### src/rtl/wave_pkg.sv
// Shared parameters and clear-engine state encoding for the wave sample RAM arbiter.
package wave_pkg;

    localparam int                P_ADDR_W    = 15;
    localparam int                P_DATA_W    = 16;
    localparam int                P_DEPTH     = 32768;
    localparam logic [15:0]       P_CLEAR_VAL = 16'd400;

    typedef enum logic [1:0] {
        S_IDLE  = 2'd0,
        S_CLEAR = 2'd1,
        S_DONE  = 2'd2
    } clr_state_t;

endpackage

### src/rtl/wave_clear_fsm.sv
// Clear engine: walks every RAM word once, issuing a write per unstalled cycle.
// Latency: first write the cycle after the request; done pulses one cycle after the last write.
// Backpressure: stall freezes the counter and suppresses the write strobe.
module wave_clear_fsm #(
    parameter int P_ADDR_W = wave_pkg::P_ADDR_W,
    parameter int P_DEPTH  = wave_pkg::P_DEPTH
) (
    input  logic                I_sys_clk,
    input  logic                I_reset,
    input  logic                clear_req,
    input  logic                stall,
    output logic                clear_busy,
    output logic                clear_done,
    output logic [P_ADDR_W-1:0] clr_addr,
    output logic                clr_we
);
    import wave_pkg::*;

    // One extra bit so a full 2**P_ADDR_W clear reaches its last index without wrapping.
    localparam logic [P_ADDR_W:0] C_LAST = (P_ADDR_W + 1)'(P_DEPTH - 1);

    clr_state_t          state;
    logic [P_ADDR_W:0]   cnt;

    always_ff @(posedge I_sys_clk) begin
        if (I_reset) begin
            state      <= S_IDLE;
            cnt        <= '0;
            clear_busy <= 1'b0;
            clear_done <= 1'b0;
        end else begin
            case (state)
                S_IDLE: begin
                    if (clear_req) begin
                        state      <= S_CLEAR;
                        cnt        <= '0;
                        clear_busy <= 1'b1;
                    end
                end
                S_CLEAR: begin
                    if (!stall) begin
                        cnt <= cnt + 1'b1;
                        if (cnt == C_LAST) begin
                            state      <= S_DONE;
                            clear_busy <= 1'b0;
                            clear_done <= 1'b1;
                        end
                    end
                end
                S_DONE: begin
                    state      <= S_IDLE;
                    clear_done <= 1'b0;
                end
                default: begin
                    state      <= S_IDLE;
                    clear_busy <= 1'b0;
                    clear_done <= 1'b0;
                end
            endcase
        end
    end

    assign clr_addr = cnt[P_ADDR_W-1:0];
    assign clr_we   = clear_busy & ~stall;

endmodule

### src/rtl/wave_ram_arbiter.sv
// Single-port wave RAM arbiter: display read > clear engine > capture write, one access per cycle.
// Latency: read data valid exactly P_RD_LAT cycles after I_rd_en; reads are never blocked.
// Backpressure: O_wr_ready drops on any read cycle and for the whole clear; requester holds its write.
module wave_ram_arbiter #(
    parameter int                        P_ADDR_W    = wave_pkg::P_ADDR_W,
    parameter int                        P_DATA_W    = wave_pkg::P_DATA_W,
    parameter int                        P_DEPTH     = wave_pkg::P_DEPTH,
    parameter logic [P_DATA_W-1:0]       P_CLEAR_VAL = P_DATA_W'(wave_pkg::P_CLEAR_VAL),
    parameter int                        P_RD_LAT    = 1
) (
    input  logic                I_sys_clk,
    input  logic                I_reset,
    input  logic                I_clear_req,
    output logic                O_clear_busy,
    output logic                O_clear_done,
    input  logic                I_rd_en,
    input  logic [P_ADDR_W-1:0] I_rd_addr,
    output logic [P_DATA_W-1:0] O_rd_data,
    output logic                O_rd_valid,
    input  logic                I_wr_valid,
    input  logic [P_ADDR_W-1:0] I_wr_addr,
    input  logic [P_DATA_W-1:0] I_wr_data,
    output logic                O_wr_ready,
    output logic [P_ADDR_W-1:0] O_ram_addr,
    output logic                O_ram_we,
    output logic [P_DATA_W-1:0] O_ram_din,
    input  logic [P_DATA_W-1:0] I_ram_dout
);
    import wave_pkg::*;

    logic [P_ADDR_W-1:0] clr_addr;
    logic                clr_we;
    logic [P_ADDR_W-1:0] last_rd_addr;
    logic [P_RD_LAT-1:0] vld_pipe;

    wave_clear_fsm #(
        .P_ADDR_W (P_ADDR_W),
        .P_DEPTH  (P_DEPTH)
    ) u_clear_fsm (
        .I_sys_clk  (I_sys_clk),
        .I_reset    (I_reset),
        .clear_req  (I_clear_req),
        .stall      (I_rd_en),
        .clear_busy (O_clear_busy),
        .clear_done (O_clear_done),
        .clr_addr   (clr_addr),
        .clr_we     (clr_we)
    );

    always_ff @(posedge I_sys_clk) begin
        if (I_reset) begin
            last_rd_addr <= '0;
            vld_pipe     <= '0;
        end else begin
            if (I_rd_en) begin
                last_rd_addr <= I_rd_addr;
            end
            vld_pipe <= (vld_pipe << 1) | P_RD_LAT'(I_rd_en);
        end
    end

    assign O_rd_valid = vld_pipe[P_RD_LAT-1];
    assign O_rd_data  = O_rd_valid ? I_ram_dout : '0;
    assign O_wr_ready = ~I_reset & ~I_rd_en & ~O_clear_busy;

    // Idle cycles keep the last read address on the bus to avoid needless address toggling.
    always_comb begin
        O_ram_addr = last_rd_addr;
        O_ram_we   = 1'b0;
        O_ram_din  = '0;
        if (I_rd_en) begin
            O_ram_addr = I_rd_addr;
        end else if (clr_we) begin
            O_ram_addr = clr_addr;
            O_ram_we   = 1'b1;
            O_ram_din  = P_CLEAR_VAL;
        end else if (I_wr_valid && O_wr_ready) begin
            O_ram_addr = I_wr_addr;
            O_ram_we   = 1'b1;
            O_ram_din  = I_wr_data;
        end
    end

endmodule

### config.mk
export PLATFORM = sky130hd
export DESIGN_NAME = wave_ram_arbiter
export DESIGN_NICKNAME = d
export VERILOG_FILES = /design/src/rtl/wave_pkg.sv /design/src/rtl/wave_clear_fsm.sv /design/src/rtl/wave_ram_arbiter.sv
export SDC_FILE = /design/constraint.sdc
export NUM_CORES = 1
export LEC_CHECK = 0
export BUFFER_PORTS_ARGS = -buffer_cell sky130_fd_sc_hd__buf_4
export CAP_MARGIN = 20
export CORE_UTILIZATION = 30
export CTS_CLUSTER_DIAMETER = 150
export DETAILED_ROUTE_END_ITERATION = 7
export PLACE_DENSITY_LB_ADDON = 0.15
export SYNTH_ARGS = -nofsm -noshare
export SYNTH_HDL_FRONTEND = slang
export SYNTH_HIERARCHICAL = 1
export SYNTH_SLANG_ARGS = --single-unit
### constraint.sdc
create_clock -name I_sys_clk -period 1.75 [get_ports I_sys_clk]
set_input_delay 0.35 -clock I_sys_clk [delete_from_list [all_inputs] [get_ports I_sys_clk]]
set_output_delay 0.35 -clock I_sys_clk [all_outputs]
set_load 0.005 [all_outputs]
; ---- Word level (Yosys, flattened, before mapping)
; Cells that the tools add are included.
[totals]
register_bits = 36
input_bits = 67
output_inout_bits = 52
elab_cells = 52
[classes]
add_sub_neg = 1
n_eq_ne = 6
n_mux = 24
n_bitwise = 8
n_reduce_logical = 7
[ops]
columns = op, count
row1 = $mux 16, 6
row2 = $mux 15, 3
row3 = $pmux 16 s2, 1
row4 = $add 16x1->16 const B, 1
row5 = $eq 16x15->1 const B, 1
row6 = $reduce_and 3->1, 3
row7 = $mux 1, 8
row8 = $mux 2, 3
row9 = $not 1->1, 5
row10 = $ne 2x2->1 const B, 2
row11 = $pmux 2 s2, 1
row12 = $reduce_and 4->1, 1
row13 = $and 1x1->1, 3
row14 = $pmux 1 s3, 1
row15 = $eq 2x1->1 const B, 1
row16 = $eq 2x2->1 const B, 1
row17 = $logic_not 2->1, 1
row18 = $ne 2x1->1 const B, 1
row19 = $pmux 1 s2, 1
row20 = $reduce_bool 2->1, 1
row21 = $logic_and 1x1->1, 1

; ---- Depth between registers and ports, before layout
; Gate-level depths: netlist of run 1.
[logic_depth]
ltp_word = 7
ltp_mapped = 7
mapped_depth_nobuf = 5

; ---- Cells and area by module
; Netlist of run 1, hierarchy kept.
[by_module_without_submodules]
columns = mod, n_inst, cells_per_inst, area_per_inst_um2, seq_area_each_um2
row1 = wave_ram_arbiter, 1, 131, 1171.1, 320.3
row2 = wave_clear_fsm, 1, 125, 1042.2, 400.4

; ---- Least setup slack after synthesis of run 1
; OpenSTA, ideal clock, no wires.
[synth_path]
kind = flip-flop to output port
start = register u_clear_fsm.clear_busy
end = output port O_ram_addr[4]
arrival_time_ps = 1633
t_required_ps = 1400
path_slack_ps = -233
path_stages_with_launch = 8
path_buffers = 2
path_cell_list = dfxtp_1 inv_1 nor2_1 clkbuf_2 nor2b_1 clkbuf_1 a22o_1 a221o_1
[synth_via]
word_cells_on_any_way = 7
cone_classes = mux (3) / bitwise (3) / reduce/logical (1)
[synth_rtl]
columns = element, line
row1 = from (decl), wave_clear_fsm.sv:12  ; output logic clear_busy,
row2 = from (signal assigned), wave_clear_fsm.sv:29  ; clear_busy <= 1'b0;
row3 = from (signal assigned), wave_clear_fsm.sv:37  ; clear_busy <= 1'b1;
row4 = from (signal assigned), wave_clear_fsm.sv:45  ; clear_busy <= 1'b0;
row5 = $and 1x1->1, wave_clear_fsm.sv:64  ; assign clr_we = clear_busy & ~stall;
row6 = named net clr_we, wave_ram_arbiter.sv:32  ; logic clr_we;
row7 = $mux 15, wave_ram_arbiter.sv:73  ; end else if (clr_we) begin
row8 = $mux 15, wave_ram_arbiter.sv:71  ; if (I_rd_en) begin
row9 = to (decl), wave_ram_arbiter.sv:24  ; output logic [P_ADDR_W-1:0] O_ram_addr,
; The timed path passes the listed nets, and every way through them passes these cells.

; ---- Worst setup path after layout of run 1
[layout_path]
start = register u_clear_fsm.clear_busy
end = output port O_ram_addr[13]
[layout_via]
elab_chain_len = 6
word_cells_on_any_way = 7
cone_classes = mux (3) / bitwise (3) / reduce/logical (1)
[layout_rtl]
columns = element, line
row1 = $not 1->1, wave_ram_arbiter.sv:64  ; assign O_wr_ready = ~I_reset & ~I_rd_en & ~O_clear_busy;
row2 = $and 1x1->1, wave_ram_arbiter.sv:64
row3 = $logic_and 1x1->1, wave_ram_arbiter.sv:77  ; end else if (I_wr_valid && O_wr_ready) begin
row4 = $mux 15, wave_ram_arbiter.sv:77
row5 = $mux 15 *, wave_ram_arbiter.sv:73
row6 = $mux 15 *, wave_ram_arbiter.sv:71
; Every way passes the cells marked *; elsewhere a longest branch is shown, timed or not.

==> results by group, run 1 <==
Clocking
  • Clock sinks: 36
  • H-tree levels: 2
  • CTS Buf Count: 5
  • Clock slew at reported path FFs: 0.07 ns
  • Hold buffers post-CTS: 0
  • CTS tree: built
  • Clk_lat worst skew: 0.28 ns
  • Root Driver: clkbuf_8
  • Max clock buf depth: 2

Floorplanning
  • Vert. Die Dim: 87.90 um
  • # rows: 30
  • Initial Utilization: 31.87%
  • Top-Level Pins: 119
  • Die area: 7726 um2
  • Core ar.: 6944 um2
  • Chip Width: 87.90 um

Timing
  • Post-route setup slack: -0.3826 ns
  • Max Slew Vio Count: 0
  • Unrepaired setup endpoints after global routing: true
  • Slew @ Worst Pin: 0.4113 ns
  • Final Hold Viols: 0
  • Skew final: 0.002421 ns
  • Final setup vio count: 32
  • WHS: 0.3121 ns
  • Fmax: 468.9 MHz
  • Period minus WS final: 2.133 ns
  • Period utilization: 121.9%
  • Slew HR: 72.58%

Job
  • Max-cap viol count: 0

Synth
  • Synth top area share: 32.56%
  • Distinct cells, synth: 37
  • Simple-Gate Fraction of Synth Area: 25.95%
  • Post-synth EDFFs: 0
  • Commonest cells in the netlist: dfxtp_1 (36), and2_1 (30), nor2_1 (27)
  • Post-synthesis mux area share: 6.783%
  • Synth Area in Adders: 0.5653%
  • Largest cells by area after synthesis: dfxtp_1 (33%), and2_1 (8.5%), mux2i_1 (6.8%)
  • Mapped cell area: 2213 um2
  • Largest family of logic cells by synthesized area: simple AND/OR/NAND/NOR gates
  • Largest area contributor in the netlist: dfxtp_1
  • Sequential share of the synthesized area: 32.56%
  • Synthesized Nets: 324
  • Async SR Flop Fraction: 0%
  • Count leader, synth: dfxtp_1
  • Syn_area_per_cell: 8.646 um2
  • Mapped Cells: 256
  • Top_reg_cell synth: dfxtp_1
  • Yosys warning total: 6
  • Synthesized flop and latch total: 36
  • Compound-Gate Fraction of Synth Area: 23.23%
  • Post-Synth XOR/XNOR Area: 0.3957%

Global routing
  • GR Layer Usage met2: 30.66%
  • Initial antenna violation count: 0
  • Grt met3 use: 4.147%
  • GRT met1 Usage: 20.54%
  • GRT Util Overall: 17.42%
  • GRT overflow: 0
  • Pin count of the biggest net entering global routing: 34
  • GRT Max-Usage Layer: met2
  • Vias in the first global route: 2049
  • First-pass GRT wire length: 10.29 mm

Final layout
  • Fillers: 655
  • Diode count: 0
  • Fin nets: 455
  • Final std cells w/o fill: 484
  • Area Growth Syn to Fin: 63.48%
  • Share of cells above drive strength 1: 51.55%

Placement
  • Worst slack, placed: -0.4252 ns
  • Placed wire-length estimate: 5.428 mm
  • GP Congestion: 0.7629
  • Port bufs: 118
  • Cell total after placement: 464

Run status
  • Outcome: complete, but fails checks
  • Failing checks: setup timing

Route
  • Vias per cell: 4.946
  • Vias: 2394
  • TritonRoute pass-1 iters: 4
  • Drt wl/cell: 15.44 um
  • Total wire length: 7.473 mm
  • DRC Markers: 0
  • ANT nets after route: 0
  • Initial drt markers: 57

Power
  • Power per cell area: 566.8 nW/um2
  • Final Total Pwr: 2.051 mW
  • Leak pwr: 1.618 nW
  • Worst vdd ir: 0.3150 mV

Setup path
  • Critical setup path kind: register to primary output
  • WP data required: 1.40 ns
  • Worst setup SP type: register
  • Worst setup EP type: primary output
  • CP max FO: 15
  • Crit path DAT: 1.78 ns

Worst hold path
  • Worst min-delay path class: primary input to register
[metal layers]
metal / vias up / share of wire (%) / routed length (um)
met5: - / 0 / 0
met4: 0 / 1.7 / 125
met3: 6 / 7.3 / 543
met2: 77 / 50 / 3742
met1: 1123 / 41 / 3061
li1: 1188 / - / -
[cell usage in the layout (no fill, tap or decap), types with 2 or more instances in the layout]
cell type  Yosys  routed
nand4_1        3       3
buf_6          4      20
nor2_1        27      26
a22o_1        15      15
or3_1          9       8
a221o_1        8       8
nor3_1         5       4
and2_4         0      13
o21ai_0       10      10
inv_1          4       4
o31ai_1        4       4
a2111o_1       2       2
buf_12         0       2
clkbuf_1       6       2
a21oi_1       18      13
buf_4         16     131
dfxtp_2        0       4
mux2i_1       15      15
or4_1          5       4
a221o_2        7       7
dfxtp_1       36      32
clkbuf_8       0       6
nor3b_4        2       2
and2_1        30      17
nand3_1        4       4
nand2_1        5       5
a21oi_2        0       5
clkbuf_16      0       2
[worst max-delay path: stages (launching register included)]
cell,delay (ns)
dfxtp_2,0.33
buf_6,0.11
nor3b_4,0.23
buf_4,0.17
nor3_4,0.04
buf_12,0.14
a221o_2,0.34
buf_4,0.14
[cells by family (layout without fill, tap and decap cells)]
group	after synthesis	count (layout)
AND/OR/NAND/NOR	99	99
AO/OA/AOI/OAI	68	68
flip-flops	36	36
buffers and inverters	36	168
multiplexers	15	15
adder cells (fa/ha/maj)	1	1
XOR/XNOR	1	1
[metrics by stage]
step | util [%] | setup TNS (ns) | instance area, um2
2_1_floorplan | - | -0.3533 | 2241
3_3_place_gp | 46.45 | -9.713 | 3226
3_5_place_dp | 46.45 | -9.630 | 3226
4_1_cts | 48.18 | -11.15 | 3346
5_1_grt | 52.11 | -12.45 | 3618
6_report | 52.11 | -9.950 | 3618
[sequential cells by signal, summed over array words and instances, names as in the netlist]
name and count:
u_clear_fsm/cnt 16, last_rd_addr 15, u_clear_fsm/state 2, O_rd_valid 1, u_clear_fsm/clear_busy 1, u_clear_fsm/clear_done 1
[power by group]
part | internal (mW) | leakage (nW) | total (mW) | switching (mW)
registers | 0.849 | 0.295 | 0.869 | 0.0200
clock network | 0.321 | 0.0455 | 0.604 | 0.283
logic | 0.354 | 1.28 | 0.578 | 0.224
[cell type report]
class	count	area, um2	share of cell area (%)
sequential	36	725.7	20.06
tap	96	120.1	3.319
inverter	4	15.01	0.4149
multi-input combinational	184	1354	37.41
timing repair buffer	156	1314	36.31
clock buffer	8	90.09	2.490
[timing repair]
item,4_1_cts,5_1_grt
buffers inserted,1,8
cloned,0,3
pin swaps,5,26
resized for setup,5,41
endpoints found under the setup margin,31,41
[path summary, 6_finish.rpt]
kind,startpoint,to,slack [ns],depth (start not counted)
worst max-delay path,u_clear_fsm/clear_busy,O_ram_addr[13],-0.38,7
worst min-delay path,I_rd_addr[8],last_rd_addr[8],0.31,3
worst max register to register,u_clear_fsm/state[0],u_clear_fsm/cnt[8],0.06,5
worst min register to register,u_clear_fsm/clear_done,u_clear_fsm/clear_done,0.47,1
Note: power is estimated with default switching activity, not from simulation.
==> inputs of run 2 (changes only) <==
==> constraint.sdc (replaced) <==
create_clock -name I_sys_clk -period 2 [get_ports I_sys_clk]
set_input_delay 0.4 -clock I_sys_clk [delete_from_list [all_inputs] [get_ports I_sys_clk]]
set_output_delay 0.4 -clock I_sys_clk [all_outputs]
set_load 0.05 [all_outputs]
==> results by group, run 2 (synthesis gave the netlist of run 1 again) <==
Timing
  • Slew @ Worst Pin: 1.090 ns
  • Fmax: 452.9 MHz
  • Period minus WS final: 2.208 ns
  • Setup_tns: -4.735 ns
  • Unrepaired setup endpoints after global routing: true
  • Period utilization: 110.4%
  • Post-route setup slack: -0.2079 ns
  • Final Hold Viols: 0
  • Slew HR: 27.21%
  • Max Slew Vio Count: 0
  • Final setup vio count: 28
  • Skew final: 0.002423 ns

Route
  • Initial drt markers: 96
  • Total wire length: 7.417 mm
  • Vias per cell: 5.015
  • ANT nets after route: 0
  • Drt wl/cell: 15.71 um
  • Vias: 2367
  • DRC Markers: 0
  • TritonRoute pass-1 iters: 4

Clocking
  • Clock sinks: 36
  • CTS Buf Count: 5
  • H-tree levels: 2
  • Root Driver: clkbuf_8
  • Clk_lat worst skew: 0.29 ns
  • CTS tree: built
  • Hold buffers post-CTS: 0
  • Max clock buf depth: 2
  • Clock slew at reported path FFs: 0.07 ns

Worst hold path
  • Worst min-delay path class: primary input to register
  • Worst hold path depth: 3

Floorplanning
  • Top-Level Pins: 119
  • Initial Utilization: 31.87%
  • Core ar.: 6944 um2
  • Vert. Die Dim: 87.90 um
  • Die area: 7726 um2
  • Chip Width: 87.90 um
  • # rows: 30

Setup path
  • Crit path buf inv count: 4
  • Slowest-stage cell, CP: dfxtp_4
  • Largest stage delay, worst path: 0.36 ns
  • Worst setup SP type: register
  • WP data required: 1.60 ns
  • Crit path depth: 8
  • CP top delay family: compound AO/OA/AOI/OAI gates
  • Crit path DAT: 1.81 ns
  • CP max FO: 15
  • CP cell instances: inv_4, nor2_4, buf_6, nor2b_4, buf_12, a22o_1, a221o_2, buf_8
  • Worst setup EP type: primary output
  • Critical setup path kind: register to primary output
  • Reg2Reg Depth: 6

Final layout
  • Fin nets: 443
  • Commonest cells after routing, fill and taps aside: buf_4 (104), dfxtp_1 (35), buf_8 (28)
  • Diode count: 0
  • Largest register FFs: 16
  • Area Growth Syn to Fin: 67.04%
  • Commonest non-fill, non-tap cell in the layout: buf_4
  • Biggest regs: u_clear_fsm/cnt x16, last_rd_addr x15, u_clear_fsm/state x2
  • Share of cells above drive strength 1: 49.73%
  • Most flop-heavy register: u_clear_fsm/cnt

Placement
  • Placed wire-length estimate: 5.339 mm
  • Port bufs: 118
  • GP Congestion: 0.7483

Global routing
  • GRT overflow: 0
  • Initial antenna violation count: 0
  • GRT Util Overall: 19.39%
  • First-pass GRT wire length: 11.49 mm
  • Vias in the first global route: 2246
  • Pin count of the biggest net entering global routing: 28

Power
  • Final Total Pwr: 2.048 mW
  • Leak pwr: 1.605 nW
  • Worst vdd ir: 0.3014 mV
  • Power per cell area: 553.8 nW/um2

Run status
  • Outcome: complete, but fails checks
  • Failing checks: setup timing

Job
  • Max-cap viol count: 0
==> run 2: cell types whose count changed in the layout (fill, tap and decap cells not counted), moves of 4 or more <==
| cell | before | now |
|---|---|---|
| buf_4 | 131 | 104 |
| buf_8 | 1 | 28 |
| buf_6 | 20 | 6 |
| a221o_1 | 8 | 0 |
| a221o_2 | 7 | 15 |
| a21oi_1 | 13 | 18 |
| a21oi_2 | 5 | 0 |
| dfxtp_2 | 4 | 0 |
==> run 2: per-stage QoR <==
stage	utilization (%)	worst slack, ns	cell area [um2]	instances	hold slack, ns
floorplan	-	-0.08060	2255	256	0.4598
global placement	45.57	-0.3042	3164	452	0.4545
detailed placement	45.57	-0.3386	3164	452	0.4663
CTS	52.96	-0.1920	3677	471	0.3534
global route	53.24	-0.2740	3697	472	0.3604
finish	53.24	-0.2079	3697	472	0.3584
==> run 2: path summary, 6_finish.rpt <==
kind,startpoint,to,slack (ns)
worst max-delay path,u_clear_fsm/clear_busy,O_ram_addr[3],-0.21
worst min-delay path,I_rd_addr[6],last_rd_addr[6],0.36
worst max register to register,u_clear_fsm/cnt[0],u_clear_fsm/cnt[10],0.18
worst min register to register,u_clear_fsm/clear_done,u_clear_fsm/clear_done,0.48
==> run 2: worst min-delay path, cell delays in order <==
cell and delay, ns:
buf_4 0.08, mux2i_1 0.06, nor2_1 0.07
==> run 2: cell type report <==
| type | instances | area (um2) |
|---|---|---|
| fillers | 625 | 3247 |
| clock buffers | 8 | 90.09 |
| flip-flops and latches | 36 | 724.4 |
| repair buffers | 144 | 1411 |
| well taps | 96 | 120.1 |
| inverters | 4 | 17.52 |
| multi-input cells | 184 | 1334 |
==> run 2: layer usage <==
layer  part of all wire, %  wire length [um]  vias to the layer above  GRT usage, %
met5                     0                 0                        -             0
met4                   3.3               246                        0         8.644
met3                   8.0               595                       22         4.713
met2                    48              3570                       95         32.98
met1                    41              3004                     1084         23.10
li1                      -                 -                     1166             -
==> run 2: where the power goes <==
part           switching [mW]  total (mW)  internal (mW)  leakage [nW]
clock network           0.245       0.525          0.281        0.0455
logic                   0.398       0.755          0.357          1.27
registers              0.0237       0.767          0.743         0.294
total                   0.666        2.05           1.38          1.61
==> run 2: timing repair <==
item / in CTS / in global routing
gates resized for setup: 82 / 0
cloned: 3 / 0
setup buffers: 10 / 1
pin swaps: 27 / 8
endpoints found under the setup margin: 28 / 28
==> inputs of run 3 (changes only) <==
ABC_AREA = 1   (was not set)
==> results by group, run 3 <==
Run status
  • Outcome: finished clean

Power
  • Leak pwr: 2.011 nW
  • Power per cell area: 536.8 nW/um2
  • Worst vdd ir: 0.2991 mV
  • Final Total Pwr: 2.126 mW

Synth
  • Synthesized Nets: 473
  • Sequential share of the synthesized area: 27.14%
  • Mapped cell area: 2655 um2
  • Syn_area_per_cell: 6.556 um2
  • Distinct cells, synth: 30
  • Synthesized flop and latch total: 36
  • Yosys warning total: 6
  • Mapped Cells: 405
  • Largest area contributor in the netlist: dfxtp_1
  • Post-synth EDFFs: 0
  • Top_reg_cell synth: dfxtp_1
  • Largest cells by area after synthesis: dfxtp_1 (27%), nand2_1 (16%), inv_1 (10%)
  • Count leader, synth: nand2_1
  • Synth top area share: 27.14%
  • Async SR Flop Fraction: 0%
  • Commonest cells in the netlist: nand2_1 (110), inv_1 (72), dfxtp_1 (36)

Worst hold path
  • Hold Path Sink: last_rd_addr[11]
  • Worst min-delay path class: primary input to register
  • Hold Path Origin: I_rd_addr[11]
  • Worst hold path depth: 3

Timing
  • WHS: 0.4142 ns
  • Setup_tns: 0 ns
  • Period utilization: 97.85%
  • Final Hold Viols: 0
  • Slew @ Worst Pin: 0.5037 ns
  • Slew HR: 66.38%
  • Fmax: 511.0 MHz
  • Skew final: 0.006631 ns
  • Period minus WS final: 1.957 ns
  • Max Slew Vio Count: 0
  • Final setup vio count: 0
  • Unrepaired setup endpoints after global routing: true

Final layout
  • Biggest regs: u_clear_fsm/cnt x16, last_rd_addr x15, u_clear_fsm/state x2
  • Fin util: 47.26%
  • Fin nets: 584
  • Area of the multi-input gates: 1569 um2
  • Commonest cells after routing, fill and taps aside: buf_4 (108), nand2_1 (99), inv_1 (69)
  • Diode count: 0
  • Fillers: 873
  • Design area: 3961 um2
  • Largest register FFs: 16
  • Commonest non-fill, non-tap cell in the layout: buf_4
  • Share of cells above drive strength 1: 40.23%
  • Most flop-heavy register: u_clear_fsm/cnt
  • Area Growth Syn to Fin: 49.20%
  • Reg area: 724.4 um2

Floorplanning
  • Vert. Die Dim: 96.08 um
  • Chip Width: 96.08 um
  • Top-Level Pins: 119
  • Die area: 9230 um2
  • Initial Utilization: 31.68%
  • # rows: 33
  • Core ar.: 8382 um2

Route
  • DRC Markers: 0
  • TritonRoute pass-1 iters: 4
  • Drt wl/cell: 12.99 um
  • ANT nets after route: 0
  • Vias: 2916
  • Initial drt markers: 64
  • Total wire length: 8.082 mm
  • Vias per cell: 4.688

Clocking
  • H-tree levels: 2
  • Clk_lat worst skew: 0.28 ns
  • Clock sinks: 36
  • CTS tree: built
  • CTS Buf Count: 5
  • Clock slew at reported path FFs: 0.07 ns
  • Root Driver: clkbuf_8
  • Max clock buf depth: 2

Setup path
  • Critical setup path kind: register to primary output
  • Flop-to-flop setup slack: 0.37 ns
  • Worst setup EP type: primary output
  • CP max FO: 7
  • Reg2Reg Depth: 12
  • R2r endpoint: u_clear_fsm/cnt[14]
  • Reg-to-Reg Start: u_clear_fsm/cnt[0]
  • Crit path DAT: 1.56 ns
  • Worst setup SP type: register
  • WP data required: 1.60 ns

Placement
  • DP Area: 3602 um2
  • Port bufs: 118
  • Placed wire-length estimate: 6.005 mm
  • GP Congestion: 0.7605

Global routing
  • GRT overflow: 0
  • GRT Util Overall: 17.70%
  • Vias in the first global route: 2682
  • Initial antenna violation count: 0
  • Pin count of the biggest net entering global routing: 24
  • First-pass GRT wire length: 12.63 mm

Job
  • Max-cap viol count: 0
[run 3: cell types whose count changed in the layout (fill, tap and decap cells not counted), sizes merged, moves of 17 or more]
cell	before	now
nand2	5	115
inv	4	74
and2	30	0
nand3	4	28
nor2	27	44
[run 3: worst max-delay path by stage]
| stage | startpoint | end | slack (ns) | depth (start not counted) |
|---|---|---|---|---|
| floorplan | I_reset | O_ram_din[0] | 0.006 | 5 |
| global placement | I_rd_en | O_ram_din[8] | -0.02 | 8 |
| detailed placement | I_rd_en | O_ram_din[8] | -0.05 | 8 |
| CTS | u_clear_fsm/clear_busy | O_ram_din[5] | -0.003 | 7 |
| global route | u_clear_fsm/clear_busy | O_ram_addr[5] | -0.08 | 8 |
| finish | u_clear_fsm/clear_busy | O_ram_addr[5] | 0.04 | 7 |
[run 3: per-layer routing]
layer  part of all wire, %  track usage [%]
met1                    40            20.45
met2                    50            32.57
met3                   9.0            3.949
met4                  0.72            4.602
met5                     0                0
[run 3: what timing repair did]
item | 4_1_cts | 5_1_grt
gates resized for setup | 27 | 42
hold buffers | 0 | 0
endpoints found under the hold margin | 0 | 0
setup buffers | 6 | 1
pin swaps | 13 | 18
cloned | 2 | 0
setup endpoints to repair | 32 | 25
[run 3: cell families after synthesis]
kind of cell | synth area share [%]
adder cells (fa/ha/maj) | 0.4712
AO/OA/AOI/OAI | 13.95
AND/OR/NAND/NOR | 39.63
flip-flops | 27.14
buffers and inverters | 18.80
[run 3: worst max-delay path: stages, from the launching register on]
cell and delay (ns):
dfxtp_4 0.37, inv_4 0.06, nor2_4 0.03, buf_4 0.17, nor2_4 0.24, nand3_1 0.14, nand2_1 0.10, buf_6 0.16
[run 3: layout make-up]
cell class,count,share of cell area [%]
clock inverters,1,0.1895
clock buffers,7,2.179
well taps,105,3.316
multi-input cells,264,39.61
flip-flops and latches,36,18.29
repair buffers,135,29.34
inverters,74,7.075
[run 3: where the power goes]
| part | internal [mW] | leakage [nW] | switching (mW) | total, mW |
|---|---|---|---|---|
| sequential | 0.749 | 0.295 | 0.0276 | 0.776 |
| clock | 0.280 | 0.0445 | 0.255 | 0.535 |
| combinational | 0.322 | 1.67 | 0.493 | 0.815 |
[run 3: stage by stage]
step	worst slack, ns	instances
2_1_floorplan	0.006461	405
3_3_place_gp	-0.02123	605
3_5_place_dp	-0.05387	605
4_1_cts	-0.002808	621
5_1_grt	-0.07984	622
6_report	0.04294	622
